### src/rtl/regfile_scan_tx.sv
// -----------------------------------------------------------------------------
// regfile_scan_tx
//
// Dumps a contiguous range of register-file entries onto a byte stream.
// On a start pulse it drives test_addr from FIRST_REG to LAST_REG. At each
// address it waits SETTLE_CYCLES cycles, captures test_data, and sends a
// 5-byte record over a valid/ready interface:
//   {3'b000, index}, data[31:24], data[23:16], data[15:8], data[7:0]
//
// Ports
//   clk        in   1   system clock, rising edge
//   rst        in   1   synchronous reset, active-high
//   start      in   1   begin a scan (sampled only while idle)
//   busy       out  1   high while a scan is in progress
//   done       out  1   one-cycle pulse after the final byte is accepted
//   test_addr  out  5   register-file test port address (registered)
//   test_data  in   32  register-file test port read data (combinational)
//   tx_data    out  8   stream byte
//   tx_valid   out  1   stream byte valid
//   tx_ready   in   1   sink ready; a transfer happens on tx_valid & tx_ready
// -----------------------------------------------------------------------------
module regfile_scan_tx #(
  parameter int FIRST_REG     = 1,
  parameter int LAST_REG      = 31,
  parameter int SETTLE_CYCLES = 1
) (
  input  logic        clk,
  input  logic        rst,
  input  logic        start,
  output logic        busy,
  output logic        done,
  output logic [4:0]  test_addr,
  input  logic [31:0] test_data,
  output logic [7:0]  tx_data,
  output logic        tx_valid,
  input  logic        tx_ready
);

  // Settle counter only has to reach SETTLE_CYCLES-1.
  localparam int CNT_W = (SETTLE_CYCLES < 1) ? 1 : $clog2(SETTLE_CYCLES + 1);

  localparam logic [1:0] ST_IDLE   = 2'd0;
  localparam logic [1:0] ST_SETTLE = 2'd1;
  localparam logic [1:0] ST_SEND   = 2'd2;

  // Reject an illegal register range or settle time while elaborating.
  generate
    if ((FIRST_REG < 0) || (FIRST_REG > LAST_REG) || (LAST_REG > 31)) begin : g_bad_range
      $error("regfile_scan_tx: need 0 <= FIRST_REG <= LAST_REG <= 31");
    end
    if (SETTLE_CYCLES < 1) begin : g_bad_settle
      $error("regfile_scan_tx: SETTLE_CYCLES must be >= 1");
    end
  endgenerate

  logic [1:0]       r_state;
  // 6 bits so that the compare against LAST_REG never sees a wrapped index.
  logic [5:0]       r_reg_idx;
  logic [CNT_W-1:0] r_settle_cnt;
  logic [2:0]       r_byte_cnt;
  logic [31:0]      r_shadow;
  logic [4:0]       r_test_addr;
  logic [7:0]       r_tx_data;
  logic             r_tx_valid;
  logic             r_busy;
  logic             r_done;

  logic             w_xfer;
  logic             w_settle_last;
  logic             w_last_reg;
  logic             w_last_byte;
  logic [7:0]       w_lane [0:3];
  logic [7:0]       w_next_byte;

  // Data lanes of the captured word, most significant byte first.
  genvar gi;
  generate
    for (gi = 0; gi < 4; gi++) begin : g_lane
      assign w_lane[gi] = r_shadow[31 - 8*gi -: 8];
    end
  endgenerate

  assign w_xfer        = r_tx_valid & tx_ready;
  assign w_settle_last = (r_settle_cnt == CNT_W'(SETTLE_CYCLES - 1));
  assign w_last_reg    = (r_reg_idx == 6'(LAST_REG));
  assign w_last_byte   = (r_byte_cnt == 3'd4);
  // After byte b (0..3) is accepted, byte b+1 comes from lane b.
  assign w_next_byte   = w_lane[r_byte_cnt[1:0]];

  always_ff @(posedge clk) begin
    if (rst) begin
      r_state      <= ST_IDLE;
      r_reg_idx    <= '0;
      r_settle_cnt <= '0;
      r_byte_cnt   <= '0;
      r_shadow     <= '0;
      r_test_addr  <= '0;
      r_tx_data    <= '0;
      r_tx_valid   <= 1'b0;
      r_busy       <= 1'b0;
      r_done       <= 1'b0;
    end else begin
      r_done <= 1'b0;
      case (r_state)
        ST_IDLE: begin
          if (start) begin
            r_state      <= ST_SETTLE;
            r_reg_idx    <= 6'(FIRST_REG);
            r_test_addr  <= 5'(FIRST_REG);
            r_settle_cnt <= '0;
            r_busy       <= 1'b1;
          end
        end

        ST_SETTLE: begin
          if (w_settle_last) begin
            // Capture and present the index byte on the same edge.
            r_shadow   <= test_data;
            r_tx_data  <= {3'b000, r_reg_idx[4:0]};
            r_tx_valid <= 1'b1;
            r_byte_cnt <= '0;
            r_state    <= ST_SEND;
          end else begin
            r_settle_cnt <= r_settle_cnt + CNT_W'(1);
          end
        end

        ST_SEND: begin
          if (w_xfer) begin
            if (!w_last_byte) begin
              r_tx_data  <= w_next_byte;
              r_byte_cnt <= r_byte_cnt + 3'd1;
            end else begin
              r_tx_valid <= 1'b0;
              if (w_last_reg) begin
                r_busy      <= 1'b0;
                r_done      <= 1'b1;
                r_test_addr <= '0;
                r_state     <= ST_IDLE;
              end else begin
                r_reg_idx    <= r_reg_idx + 6'd1;
                r_test_addr  <= r_reg_idx[4:0] + 5'd1;
                r_settle_cnt <= '0;
                r_state      <= ST_SETTLE;
              end
            end
          end
        end

        default: begin
          r_state <= ST_IDLE;
        end
      endcase
    end
  end

  assign busy      = r_busy;
  assign done      = r_done;
  assign test_addr = r_test_addr;
  assign tx_data   = r_tx_data;
  assign tx_valid  = r_tx_valid;

endmodule
### config.mk
export PLATFORM = sky130hd
export DESIGN_NAME = regfile_scan_tx
export DESIGN_NICKNAME = d
export VERILOG_FILES = /design/src/rtl/regfile_scan_tx.sv
export SDC_FILE = /design/constraint.sdc
export NUM_CORES = 1
export LEC_CHECK = 0
export ABC_AREA = 1
export CORE_UTILIZATION = 40
export DETAILED_ROUTE_END_ITERATION = 8
export HOLD_SLACK_MARGIN = 0.08
export SLEW_MARGIN = 20
export SYNTH_ARGS = -nofsm -noshare
export SYNTH_HDL_FRONTEND = slang
export SYNTH_SLANG_ARGS = --single-unit
### constraint.sdc
create_clock -name clk -period 1.9 [get_ports clk]
set_input_delay 0.38 -clock clk [delete_from_list [all_inputs] [get_ports clk]]
set_output_delay 0.38 -clock clk [all_outputs]
set_load 0.02 [all_outputs]
# After elaboration in Yosys (flattened, before gate mapping)
# Cells that the tools add are included.
dict set report totals {
  n_memories 0
  inputBits 36
  ff_bits 60
  ram_bits 0
  latch_bits 0
  mem_bits_ro 0
  wordCells 88
  out_inout_bits 16
}
dict set report op_classes {
  n_lt_le_gt_ge 1
  n_reduce_logical 13
  n_eq_ne 11
  multipliers 0
  addsub 4
  n_bitwise 6
  div 0
  muxes 43
  n_shift 0
}
# op count
set ops {}
lappend ops {{2-to-1 mux 8 bit} 5}
lappend ops {{2-to-1 mux 6 bit} 4}
lappend ops {{2-to-1 mux 5 bit} 4}
lappend ops {{binary-select mux 8 bit (select 2 bit)} 1}
lappend ops {{one-hot mux 8 bit (2 select lines)} 1}
lappend ops {{AND reduction 4 bit} 4}
lappend ops {{AND reduction 5 bit} 3}
lappend ops {{2-to-1 mux 1 bit} 14}
lappend ops {{!= test 2 bit (second input constant)} 7}
lappend ops {{one-hot mux 6 bit (2 select lines)} 1}
lappend ops {{one-hot mux 5 bit (2 select lines)} 1}
lappend ops {{2-to-1 mux 3 bit} 3}
lappend ops {{2-to-1 mux 2 bit} 4}
lappend ops {{adder 6 x 1 -> 6 bit (second input constant)} 1}
lappend ops {{equality test 6 x 5 -> 1 bit (second input constant)} 1}
lappend ops {{one-hot mux 2 bit (3 select lines)} 1}
lappend ops {{one-hot mux 3 bit (2 select lines)} 1}
lappend ops {{adder 5 x 1 -> 5 bit (second input constant)} 1}
lappend ops {{inverter 1 bit} 4}
lappend ops {{one-hot mux 1 bit (2 select lines)} 2}
lappend ops {{nonzero test 2 bit} 2}
lappend ops {{OR reduction 4 bit} 1}
lappend ops {{adder 3 x 1 -> 3 bit (second input constant)} 1}
lappend ops {{equality test 3 bit (second input constant)} 1}
lappend ops {{other kinds (10)} 10}

# Logic depth before layout (Yosys ltp)
# Gate-level depths: netlist of the first run.
dict set report logic_depth {
  word_depth 7
  mapped_depth 12
}

# Worst setup path before layout of the first run
# No wires, ideal clock.
dict set report synth_path {
  path_kind {flip-flop to flip-flop}
  from {register r_byte_cnt[0]}
  to {register r_test_addr[0] (netlist: test_addr[0])}
  arrival_ns 1.540
  path_stages_with_launch 12
  setup_slack_ns 0.289
  setup_ns 0.070
  period_less_slack_ns 1.611
  cell_sequence {dfxtp_1 buf_2 inv_2 buf_4 ha_1 nand2_1 nor2_1 nand2_1 nand2_2 inv_1 nand2_1 a21oi_1}
}
dict set report synth_via {
  elab_chain_cells 3
}
# element line
set synth_rtl {}
lappend synth_rtl {{start, declared} 60} ;# logic [2:0] r_byte_cnt;
lappend synth_rtl {{start signal, assigned} 132} ;# r_byte_cnt <= r_byte_cnt + 3'd1;
lappend synth_rtl {{equality test 3 bit} 86} ;# assign w_last_byte = (r_byte_cnt == 3'd4);
lappend synth_rtl {{!= test 2 bit (no source line)} --}
lappend synth_rtl {{AND reduction 4 bit (no source line)} --}
lappend synth_rtl {{end signal, assigned} 109} ;# r_test_addr <= 5'(FIRST_REG);
lappend synth_rtl {{end signal, assigned} 142} ;# r_test_addr <= r_reg_idx[4:0] + 5'd1;
lappend synth_rtl {{end, declared} 62} ;# logic [4:0] r_test_addr;
# Every way passes these cells.
# A chain may end at the register's enable or synchronous reset.

# Worst setup path after layout of the first run
dict set report layout_path {
  from {register r_tx_data[1] (netlist: tx_data[1])}
  to {output port tx_data[1]}
}
# element line
set layout_lines {}
lappend layout_lines {{start, declared} 63} ;# logic [7:0] r_tx_data;
lappend layout_lines {{start signal, assigned} 119} ;# r_tx_data <= {3'b000, r_reg_idx[4:0]};
lappend layout_lines {{start signal, assigned} 131} ;# r_tx_data <= w_next_byte;
lappend layout_lines {{end, declared} 34} ;# output logic [7:0] tx_data,
# No word-level cell between the ends.

==> results of run 1 <==
[synthesized netlist by cell type]
library cell  instances  share of area [%]
buf_4                 3               0.87
nor2_2                1               0.24
o21ai_0              40                7.7
nand4_1               4               0.96
buf_2                 7                1.3
nand3_2               1               0.39
xor2_1                2               0.67
nand2_2               5                1.2
nor2_4                1               0.43
nand2_1              86                 12
dfxtp_1              59                 45
clkinv_1              2               0.29
o21ai_1               1               0.19
nor2_1               42                6.1
clkbuf_1              6               0.87
nor3_1                1               0.19
o21a_1                1               0.29
inv_2                 3               0.43
buf_6                 2               0.87
a21oi_1              39                7.5
inv_1                37                5.3
nand3_1              24                4.6
ha_1                  3                1.4
buf_1                 1               0.14
[cell type report]
class                      count  area (sq um)
clock buffer                  12           165
clock inverter                 4          47.5
fill                         616          2710
inverter                      42           158
multi-input combinational    251          1150
sequential                    59          1180
tap                           75          93.8
timing repair buffer          62           593
[how the worst max path moves through the flow]
stage	start	to	slack [ps]	depth (start not counted)
after floorplan	r_byte_cnt[0]$_SDFFE_PP0P_	test_addr[0]$_SDFFE_PP0P_	290	11
after global placement	tx_ready	tx_data[0]$_SDFFE_PP0P_	190	9
after detailed placement	tx_ready	tx_data[0]$_SDFFE_PP0P_	100	9
after CTS	tx_data[4]$_SDFFE_PP0P_	tx_data[4]	200	1
after global routing	tx_data[4]$_SDFFE_PP0P_	tx_data[4]	160	1
final	tx_data[1]$_SDFFE_PP0P_	tx_data[1]	220	1
[cells by family (layout without fill, tap and decap cells)]
kind of cell,Yosys count,after routing,synth area share (%)
buffers and inverters,61,120,10.2
DFF,59,59,45.5
adders and majority gates,3,3,1.45
and+or+nand+nor,165,165,26.5
AOI/OAI and AO/OA,81,81,15.7
xor gates and xnor gates,2,2,0.674
[power by group]
group / total [uW] / internal (uW) / switching (uW)
Sequential: 1330 / 1300 / 25.2
Clock: 1200 / 708 / 488
Combinational: 321 / 151 / 170
[metrics by stage]
| stage | util (%) | instance area (sq um) | cells | hold slack [ps] | setup slack (ps) |
|---|---|---|---|---|---|
| 2_1_floorplan | - | 2600 | 371 | 429 | 289 |
| 3_3_place_gp | 52.1 | 3180 | 489 | 440 | 191 |
| 3_5_place_dp | 52.1 | 3180 | 489 | 444 | 105 |
| 4_1_cts | 55.6 | 3390 | 505 | 455 | 200 |
| 5_1_grt | 55.6 | 3390 | 505 | 475 | 160 |
| 6_report | 55.6 | 3390 | 505 | 451 | 223 |
[registers in the layout (all words and copies together), names as in the netlist]
name and count:
busy 1, done 1, r_byte_cnt 3, r_reg_idx 6, r_shadow 32, r_state 2, test_addr 5, tx_data 8
tx_valid 1
[routing by layer]
layer | part of all wire, % | global-route usage, %
met1 | 49 | 24.6
met2 | 44 | 30.7
met3 | 4.7 | 4.29
met4 | 2.1 | 9.31
met5 | 0 | 0
[layout by cell type (no fill, tap or decap), drive strengths merged, types with 2 or more instances in the layout]
master and instances:
buf 11, inv 40, nand2 91, clkdlybuf4s50 51
clkinv 4, nor2 44, nand4 4, a21oi 39
dfxtp 59, ha 3, nand3 25, clkbuf 12
xor2 2, o21ai 41
==> results.ini, run 1 <==
[timing]
clock.fmax_mhz = 596
max_slew_margin_pct = 71.4
fin_crit_ps = 1680
worst_slew_pin_slew_ps = 428
setup_viol = 0
finalHoldViolCount = 0
tns_ps = 0
finalCritPeriodShare_pct = 88.3
drv_slew = 0
finClkSkew_ps = 5.68
rsz0062_at_grt = no

[setup_path]
cp-end-kind = output pin
r2r_start = r_state[1]$_SDFFE_PP0P_
crit_required_ps = 1520
rr_worst_depth = 8
worst-path-buf-inv = 1
cp-start-kind = register
cp_top_family = buffers and inverters
cp_slowest_cell = clkdlybuf4s50_1
critPathKind = reg -> out
cp.arrival_ps = 1300
critPathMaxFanout = 2
r2r-end = tx_data[0]$_SDFFE_PP0P_
slowest_delay_ps = 610
crit_chain = clkdlybuf4s50_1
rrSetupSlack_ps = 370

[status]
outcome = finished, final reports clean

[detailed_routing]
dr.pass1.iters = 5
drt_wl_total_um = 5910
antenna_left = 0
vias = 2402
initialDrtViolationCount = 81
remaining_drc_errors = 0
viasPerCell = 4.76
wire_per_inst_um = 11.7

[clock_tree]
cts.clk_slew.worst_paths_ps = 70
cts.sinks = 59
ctsHtreeMaxLevel = 3
cts_made_buffers = 9
cts-root-buf = clkbuf_8
cts_hold_buffers = 0
postCtsSetupRepairBufs = 0
cts.path.max_buffers = 2
cts_tree = built
worstSkewPairLatency_ps = 330
ctsResizeCount = 0

[placed_design]
dpl.hpwl_um = 4160
io_buffers = 51
gp_routability_congestion = 0.793

[final_layout]
area.growth.synth_to_final_pct = 30.5
diodes = 0
nets = 464
drive_gt1_share_pct = 8.84

[hold_path]
hold_path_end = r_shadow[2]$_SDFFE_PP0P_
worstHoldPathType = reg -> reg
hold_depth = 2
min_from = r_shadow[2]$_SDFFE_PP0P_

[global_route]
grt_max_degree = 23
grt_pass1_vias = 2107
grtUsageTotal_pct = 19.3
grt_antenna_before_repair = 0
grt_pass1_wl_um = 9600
grt-ovfl-total = 0

[synthesis]
yosys.cell_types.count = 24
ys_ff_latch = 59
syn-cell-area_sq_mm = 0.00260
synth_nets = 410
ys_warn_count = 0
synthCells = 371
avgSynthCellArea_sq_um = 7.00
ys_seq_area_share_pct = 45.5

[pwr]
irDropWorstVdd_mv = 0.424
p_leak_uw = 0.00144
finalPower_uw = 2840
powerDensity_mw_per_mm2 = 839

[floorplan]
die-area_sq_mm = 0.00682
initial_core_util_pct = 42.6
core_sq_mm = 0.00610
fp-row-count = 28
die_w_um = 82.6
die_h_um = 82.6
pin_count = 52

[flow_run]
cap_violations = 0

Power figures use the tool's default switching activity.
==> run 2: changes to the inputs <==
--- a/config.mk
+++ b/config.mk
@@ -9,6 +9,7 @@
 export CORE_UTILIZATION = 40
 export DETAILED_ROUTE_END_ITERATION = 8
 export HOLD_SLACK_MARGIN = 0.08
+export PLACE_DENSITY = 0.65
 export SLEW_MARGIN = 20
 export SYNTH_ARGS = -nofsm -noshare
 export SYNTH_HDL_FRONTEND = slang
==> results.ini, run 2 (synthesis results as in run 1) <==
[timing]
finalCritPeriodShare_pct = 88.5
rsz0062_at_grt = no
setup_viol = 0
drv_slew = 0
clock.fmax_mhz = 595
tns_ps = 0
finClkSkew_ps = 6.46
max_slew_margin_pct = 77.6
finalHoldViolCount = 0
worst_slew_pin_slew_ps = 334
fin_crit_ps = 1680

[floorplan]
initial_core_util_pct = 42.6
core_sq_mm = 0.00610
pin_count = 52
fp-row-count = 28
die_w_um = 82.6
die_h_um = 82.6
die-area_sq_mm = 0.00682

[global_route]
grt-ovfl-total = 0
grt_pass1_vias = 2194
grt_antenna_before_repair = 0
grt_pass1_wl_um = 9900
grt_max_degree = 42
grtUsageTotal_pct = 20.0

[hold_path]
worstHoldPathType = reg -> reg
min_from = r_shadow[28]$_SDFFE_PP0P_

[setup_path]
crit_chain = clkdlybuf4s50_1
critPathMaxFanout = 2
crit_start = tx_data[4]$_SDFFE_PP0P_
cp_slowest_cell = clkdlybuf4s50_1
slowest_delay_ps = 610
crit_required_ps = 1520
cp-end-kind = output pin
r2r_start = r_state[1]$_SDFFE_PP0P_
critPathKind = reg -> out
cp.arrival_ps = 1300
worst-path-buf-inv = 1
cp-start-kind = register
cp_top_family = buffers and inverters

[status]
outcome = finished, final reports clean

[final_layout]
diodes = 0
final_common_cell = nand2_1
fillCellCount = 635
nets = 461
largest_reg_flops = 32
layout_common_cells = 86 x nand2_1, 59 x dfxtp_1, 51 x clkdlybuf4s50_1
area.growth.synth_to_final_pct = 27.2
drive_gt1_share_pct = 6.86
largest-register = r_shadow

[placed_design]
dpl.hpwl_um = 4000
gp_routability_congestion = 0.817
io_buffers = 51

[pwr]
finalPower_uw = 2520
irDropWorstVdd_mv = 0.394
p_leak_uw = 0.00139
powerDensity_mw_per_mm2 = 763

[detailed_routing]
viasPerCell = 4.82
antenna_left = 0
dr.pass1.iters = 4
initialDrtViolationCount = 151
drt_wl_total_um = 5790
remaining_drc_errors = 0
vias = 2399
wire_per_inst_um = 11.6

[clock_tree]
ctsResizeCount = 0
cts.sinks = 59
cts.path.max_buffers = 2
cts_tree = built
cts.clk_slew.worst_paths_ps = 60
cts_hold_buffers = 0
cts_made_buffers = 9
postCtsSetupRepairBufs = 0
worstSkewPairLatency_ps = 330
ctsHtreeMaxLevel = 3
cts-root-buf = clkbuf_8

[flow_run]
cap_violations = 0

-- run 2: changes by cell type in the layout (fill, tap and decap cells not counted) --
cell	change
clkbuf_1	+2
bufinv_16	-1
clkbuf_8	-3
buf_12	+1
clkinvlp_4	-1
clkinv_2	-1
buf_4	-4
-- run 2: per-stage QoR --
step / worst slack (ps) / area [sq um] / hold slack [ps] / utilization [%] / cells
floorplan: 289 / 2600 / 429 / - / 371
detailed placement: 171 / 3170 / 443 / 52.0 / 486
CTS: 200 / 3300 / 453 / 54.2 / 498
finish: 219 / 3300 / 451 / 54.2 / 498
global route: 169 / 3300 / 471 / 54.2 / 498
global placement: 206 / 3170 / 441 / 52.0 / 486
-- run 2: final timing paths --
| path | cells past startpoint | to | slack (ps) |
|---|---|---|---|
| worst min register to register | 2 | r_shadow[28]$_SDFFE_PP0P_ | 450 |
| worst max-delay path | 1 | tx_data[4] | 220 |
| worst min-delay path | 2 | r_shadow[28]$_SDFFE_PP0P_ | 450 |
| worst max register to register | 5 | r_shadow[20]$_SDFFE_PP0P_ | 410 |
-- run 2: area by class of cell --
class	count	area, sq um	share of cell area (%)
clock buffers	11	131	3.98
clock inverters	1	5.00	0.151
inverters	42	158	4.77
multi-input cells	251	1150	34.9
flip-flops and latches	59	1180	35.7
well taps	75	93.8	2.84
repair buffers	59	583	17.6
-- run 2: layer usage --
metal | track usage (%) | wire length [um] | up-vias
met5 | 0 | 0 | -
met2 | 31.5 | 2620 | 60
met3 | 4.51 | 266 | 13
li1 | - | - | 1271
met1 | 25.2 | 2780 | 1055
met4 | 10.9 | 131 | 0
-- run 2: power breakdown --
group	internal [uW]	total (uW)	switching, uW
logic	149	320	170
registers	1300	1330	25.5
clock network	442	875	433
total	1890	2520	629
